### src/rtl/dmem_arbiter.sv
// dmem_arbiter
//   Shares a single-port synchronous-read data memory between the core (port 0)
//   and the host/debug port (port 1). A registered grant FSM (IDLE/OWN0/OWN1)
//   picks the owner. Arbitration is round-robin on ties, and each owner is capped
//   at MAX_BURST consecutive beats while the other port is waiting. Read data
//   comes back one cycle after the read beat, with a one-cycle rvalid strobe.
//
//   Optional build macro DMEM_ARB_CORE_PRIO_EN: port 0 gets absolute priority.
//   It wins ties, preempts an OWN1 burst, and is never burst-limited.
//
// Ports
//   clk, rst                 clock, synchronous active-high reset
//   req/we/addr/wdata 0,1    requests; held stable until the beat is taken
//   gnt0, gnt1               registered grants; a beat occurs when reqN & gntN
//   rvalid0/1, rdata0/1      read response, one cycle after the read beat
//   mem_e/we/addr/di         memory control, combinational, zero when no beat
//   mem_do                   memory read data, valid the cycle after a read beat
//   busy                     FSM not idle
module dmem_arbiter #(
  parameter int AW        = 4,
  parameter int DW        = 8,
  parameter int MAX_BURST = 4
) (
  input  logic          clk,
  input  logic          rst,
  input  logic          req0,
  input  logic          req1,
  input  logic          we0,
  input  logic          we1,
  input  logic [AW-1:0] addr0,
  input  logic [AW-1:0] addr1,
  input  logic [DW-1:0] wdata0,
  input  logic [DW-1:0] wdata1,
  output logic          gnt0,
  output logic          gnt1,
  output logic          rvalid0,
  output logic          rvalid1,
  output logic [DW-1:0] rdata0,
  output logic [DW-1:0] rdata1,
  output logic          mem_e,
  output logic          mem_we,
  output logic [AW-1:0] mem_addr,
  output logic [DW-1:0] mem_di,
  input  logic [DW-1:0] mem_do,
  output logic          busy
);

  localparam int CW = (MAX_BURST > 1) ? $clog2(MAX_BURST) : 1;
  localparam logic [CW-1:0] LAST = CW'(MAX_BURST - 1);

  typedef enum logic [1:0] {IDLE = 2'd0, OWN0 = 2'd1, OWN1 = 2'd2} state_t;

  state_t        state;
  logic          rr_ptr;
  logic [CW-1:0] beat_cnt;
  logic          beat0, beat1;
  logic          tie0;           // port 0 wins a tie from IDLE
  logic          yield0, yield1; // owner must hand over if the other port waits
  logic [DW-1:0] hold0, hold1;

  assign beat0 = gnt0 & req0;
  assign beat1 = gnt1 & req1;
  assign busy  = (state != IDLE);

`ifdef DMEM_ARB_CORE_PRIO_EN
  assign tie0   = 1'b1;
  assign yield0 = 1'b0;
  assign yield1 = 1'b1;
`else
  assign tie0   = (rr_ptr == 1'b0);
  assign yield0 = (beat_cnt == LAST);
  assign yield1 = (beat_cnt == LAST);
`endif

  // Grant FSM. The gnt registers are always equal to (state==OWNx).
  // beat_cnt saturates at LAST, so an uncontested burst runs on indefinitely.
  always_ff @(posedge clk) begin
    if (rst) begin
      state    <= IDLE;
      gnt0     <= 1'b0;
      gnt1     <= 1'b0;
      rr_ptr   <= 1'b0;
      beat_cnt <= '0;
    end else begin
      unique case (state)
        IDLE: begin
          beat_cnt <= '0;
          if (req0 && (!req1 || tie0)) begin
            state <= OWN0;
            gnt0  <= 1'b1;
          end else if (req1) begin
            state <= OWN1;
            gnt1  <= 1'b1;
          end
        end
        OWN0: begin
          if (!req0) begin
            rr_ptr   <= 1'b1;
            beat_cnt <= '0;
            gnt0     <= 1'b0;
            if (req1) begin
              state <= OWN1;
              gnt1  <= 1'b1;
            end else begin
              state <= IDLE;
            end
          end else if (req1 && yield0) begin
            state    <= OWN1;
            gnt0     <= 1'b0;
            gnt1     <= 1'b1;
            rr_ptr   <= 1'b0;
            beat_cnt <= '0;
          end else if (beat_cnt != LAST) begin
            beat_cnt <= beat_cnt + 1'b1;
          end
        end
        OWN1: begin
          if (!req1) begin
            rr_ptr   <= 1'b0;
            beat_cnt <= '0;
            gnt1     <= 1'b0;
            if (req0) begin
              state <= OWN0;
              gnt0  <= 1'b1;
            end else begin
              state <= IDLE;
            end
          end else if (req0 && yield1) begin
            state    <= OWN0;
            gnt1     <= 1'b0;
            gnt0     <= 1'b1;
            rr_ptr   <= 1'b1;
            beat_cnt <= '0;
          end else if (beat_cnt != LAST) begin
            beat_cnt <= beat_cnt + 1'b1;
          end
        end
        default: begin
          state    <= IDLE;
          gnt0     <= 1'b0;
          gnt1     <= 1'b0;
          beat_cnt <= '0;
        end
      endcase
    end
  end

  // Memory muxes. The grants are one-hot, so at most one beat is live.
  always_comb begin
    mem_e    = 1'b0;
    mem_we   = 1'b0;
    mem_addr = '0;
    mem_di   = '0;
    if (beat0) begin
      mem_e    = 1'b1;
      mem_we   = we0;
      mem_addr = addr0;
      mem_di   = wdata0;
    end else if (beat1) begin
      mem_e    = 1'b1;
      mem_we   = we1;
      mem_addr = addr1;
      mem_di   = wdata1;
    end
  end

  // Read return. This path is independent of the FSM, so a read in the last
  // beat of an ownership still strobes while the new owner starts its beats.
  // rdata shows mem_do during the strobe and holds the last value afterwards.
  always_ff @(posedge clk) begin
    if (rst) begin
      rvalid0 <= 1'b0;
      rvalid1 <= 1'b0;
      hold0   <= '0;
      hold1   <= '0;
    end else begin
      rvalid0 <= beat0 & ~we0;
      rvalid1 <= beat1 & ~we1;
      if (rvalid0) hold0 <= mem_do;
      if (rvalid1) hold1 <= mem_do;
    end
  end

  assign rdata0 = rvalid0 ? mem_do : hold0;
  assign rdata1 = rvalid1 ? mem_do : hold1;

endmodule

### config.mk
export PLATFORM = sky130hd
export DESIGN_NAME = dmem_arbiter
export DESIGN_NICKNAME = d
export VERILOG_FILES = /design/src/rtl/dmem_arbiter.sv
export SDC_FILE = /design/constraint.sdc
export NUM_CORES = 1
export LEC_CHECK = 0
export BUFFER_PORTS_ARGS = -buffer_cell sky130_fd_sc_hd__buf_4
export CAP_MARGIN = 0
export CORE_MARGIN = 10
export CORE_UTILIZATION = 44
export CTS_CLUSTER_DIAMETER = 100
export CTS_CLUSTER_SIZE = 28
export DETAILED_ROUTE_END_ITERATION = 8
export PLACE_DENSITY = 0.78
export SYNTH_ARGS = -nofsm -noshare
export SYNTH_HDL_FRONTEND = slang
export SYNTH_SLANG_ARGS = --single-unit
export TNS_END_PERCENT = 50
### constraint.sdc
create_clock -name clk -period 2 [get_ports clk]
set_input_delay 0.1 -clock clk [delete_from_list [all_inputs] [get_ports clk]]
set_output_delay 0.1 -clock clk [all_outputs]
set_load 0.005 [all_outputs]
==> results.cfg <==
[layout]
register_area_sq_um = 500
diodes = 0
drive_above_1_share = 0.488
multiInputGateArea_sq_um = 752
fillCellCount = 240
nets = 244
area_growth_pct = 42.9

[synthesis]
ys_warn_count = 0
syn-cell-area_sq_um = 1330
yosysSeqAreaShare = 0.376
ys_types = 35
synth-seq-cells = 25
synthCells = 133
synth.avg_cell_area_sq_um = 10.0
syn_nets = 175

[timing]
setup_viol = 0
rsz0062_at_grt = no
timing_hold_violations_final = 0
layout_worst_path_cycle_share = 0.909
worst_slew_pin_slew_ps = 533
clock.fmax_ghz = 0.550
setup_tns_ps = 0
drv_slew = 0
timing.final.crit_period_ps = 1820
relSlewSlack = 0.645
finClkSkew_ps = 1.30

[power]
p_leak_nw = 0.893
power.share.switching = 0.351
power_density_nw_per_um2 = 862
intPower_mw = 1.06
netSwitchingPower_mw = 0.576
p_seq_frac = 0.379
clkPwrFrac = 0.141
ir_drop_uv = 652
power_mw = 1.64
p_comb_frac = 0.480

[critical_path]
crit_family = simple AND/OR/NAND/NOR gates
crit_buf_inv = 1
worstSetupPathType = register to primary output
worstPathCellList = and2_1, nor2_4, a22o_1, buf_4
cp.arrival_ps = 1720
cpPeakStageDelay_ps = 480
crit_fanout = 14
start_kind = register
worstPathRequired_ps = 1900
endpoint_kind = primary output
crit_slowest_cell = and2_1

[cts]
clk_latency_ps = 320
htree_levels = 1
clk_path_buf_depth = 2
cts_buffers = 3
cts_root_buf = clkbuf_4
clk_pin_slew_worst_paths_ps = 140
cts_sinks = 25
cts_tree = done

[placed_design]
hpwl_mm = 3.22
port_buffers = 72
gp_congestion = 0.843

[floorplan]
die_h_microns = 75.0
ios = 73
rows = 19
core-area_sq_um = 2830
start_util = 0.470
dieArea_sq_um = 5620
die-width_microns = 75.0

[detailed_routing]
wl_per_cell_microns = 17.2
dr.pass1.iters = 4
vias_per_cell = 5.27
drcViolationCount = 0
via_count = 1222
ant_nets = 0
drt_iter0_markers = 48
drt_wl_total_mm = 4.00

[global_route]
grt_max_degree = 27
track_usage = 0.135
grt_pass1_vias = 1159
overflow = 0
grt_pass1_wl_mm = 5.89
antenna_found_initial = 0

[min_path]
hold_path.class = primary input to register

[status]
status = complete, no violations

[run]
maxCapViolCount = 0
[sequential cells by signal, summed over array words and instances, names as in the netlist]
register  flops
hold0         8
gnt1          1
gnt0          1
hold1         8
rvalid0       1
state         2
rr_ptr        1
rvalid1       1
beat_cnt      2
[layout make-up]
class                   instances  area share
well taps                      31      0.0204
inverters                       5     0.00987
repair buffers                 74       0.295
flip-flops and latches         25       0.263
clock inverters                 1     0.00395
clock buffers                   3      0.0118
multi-input cells              93       0.396
[kinds of logic after synthesis]
kind of cell    after synthesis  share of synthesized area
simple gates                 41                      0.178
compound gates               30                      0.196
flops                        25                      0.376
mux                          18                      0.151
buf+inv                      15                     0.0621
fa+ha+maj                     4                     0.0376
[stage by stage]
step,cell area [sq um],cells,util,setup slack [ps],hold WS [ps]
finish,1900,232,0.672,182,94.2
floorplan,1330,133,-,545,172
CTS,1900,232,0.670,103,76.8
global route,1900,232,0.672,39.1,111
global placement,1850,226,0.652,458,281
detailed placement,1850,226,0.652,387,281
[power groups by stage]
stage	sequential [mW]	clock, mW	combinational, mW
3_5_place_dp	0.631	0	0.788
5_1_grt	0.630	0.267	0.867
4_1_cts	0.621	0.245	0.793
2_1_floorplan	0.613	0	0.498
6_report	0.620	0.231	0.787
3_3_place_gp	0.626	0	0.767
[routing by layer]
metal,GRT usage,up-vias,share of wire
met3,0.0447,2,0.13
li1,-,605,-
met1,0.135,565,0.35
met5,0,-,0
met4,0.0630,0,0.010
met2,0.247,50,0.51
[final timing paths]
kind                     from          end  slack, ps  cells after the start
setup / recovery         gnt0    mem_di[0]        180                      4
hold / removal           req0      rvalid0         90                      3
setup reg to reg     state[1]       rr_ptr        370                      6
hold reg to reg   beat_cnt[0]  beat_cnt[0]        520                      1
[layout by cell type, fill, tap and decap left out, types with 2 or more instances in the layout]
cell type / Yosys / layout
a21o_1: 2 / 2
a21oi_1: 4 / 4
a22o_1: 13 / 13
and2_1: 2 / 2
buf_4: 2 / 72
clkbuf_4: 0 / 3
dfxtp_1: 25 / 25
dlygate4sd3_1: 0 / 2
ha_1: 4 / 4
inv_1: 5 / 5
mux2_2: 16 / 16
mux2i_1: 2 / 2
nand2_1: 6 / 6
nand2b_1: 4 / 4
nand3_1: 2 / 2
nor2_1: 3 / 3
nor2b_1: 16 / 16
nor3_1: 3 / 3
[synth_stat cells]
cell	instances	area [sq um]
a211oi_1	1	7.51
a21o_1	2	15.0
a21oi_1	4	20.0
a21oi_2	1	8.76
a221oi_2	1	15.0
a22o_1	13	114
a311o_1	1	10.0
a311oi_1	1	8.76
a31oi_1	1	6.26
a32oi_4	1	27.5
and2_1	2	12.5
buf_2	3	15.0
buf_4	2	15.0
buf_6	2	22.5
clkbuf_1	3	11.3
dfxtp_1	25	500
ha_1	4	50.1
inv_1	5	18.8
mux2_2	16	180
mux2i_1	2	20.0
nand2_1	6	22.5
nand2b_1	4	25.0
nand3_1	2	10.0
nand3_2	1	10.0
nor2_1	3	11.3
nor2_2	1	6.26
nor2b_1	16	100
nor3_1	3	15.0
o21ai_0	1	5.00
o21ai_1	1	5.00
o21ai_2	1	8.76
o2bb2ai_1	1	8.76
or2b_1	1	7.51
or3b_1	1	8.76
or4_1	1	7.51
[tightest hold or removal path: stages]
cell and delay [ps]:
buf_4 150, nand2_1 90, nor3_1 50
[what timing repair did]
action	CTS	global route
hold endpoints to repair	2	0
hold buffers	2	0
setup endpoints to repair	0	13
resized for setup	0	1
setup buffers	0	0
Note: power is estimated with default switching activity, not from simulation.
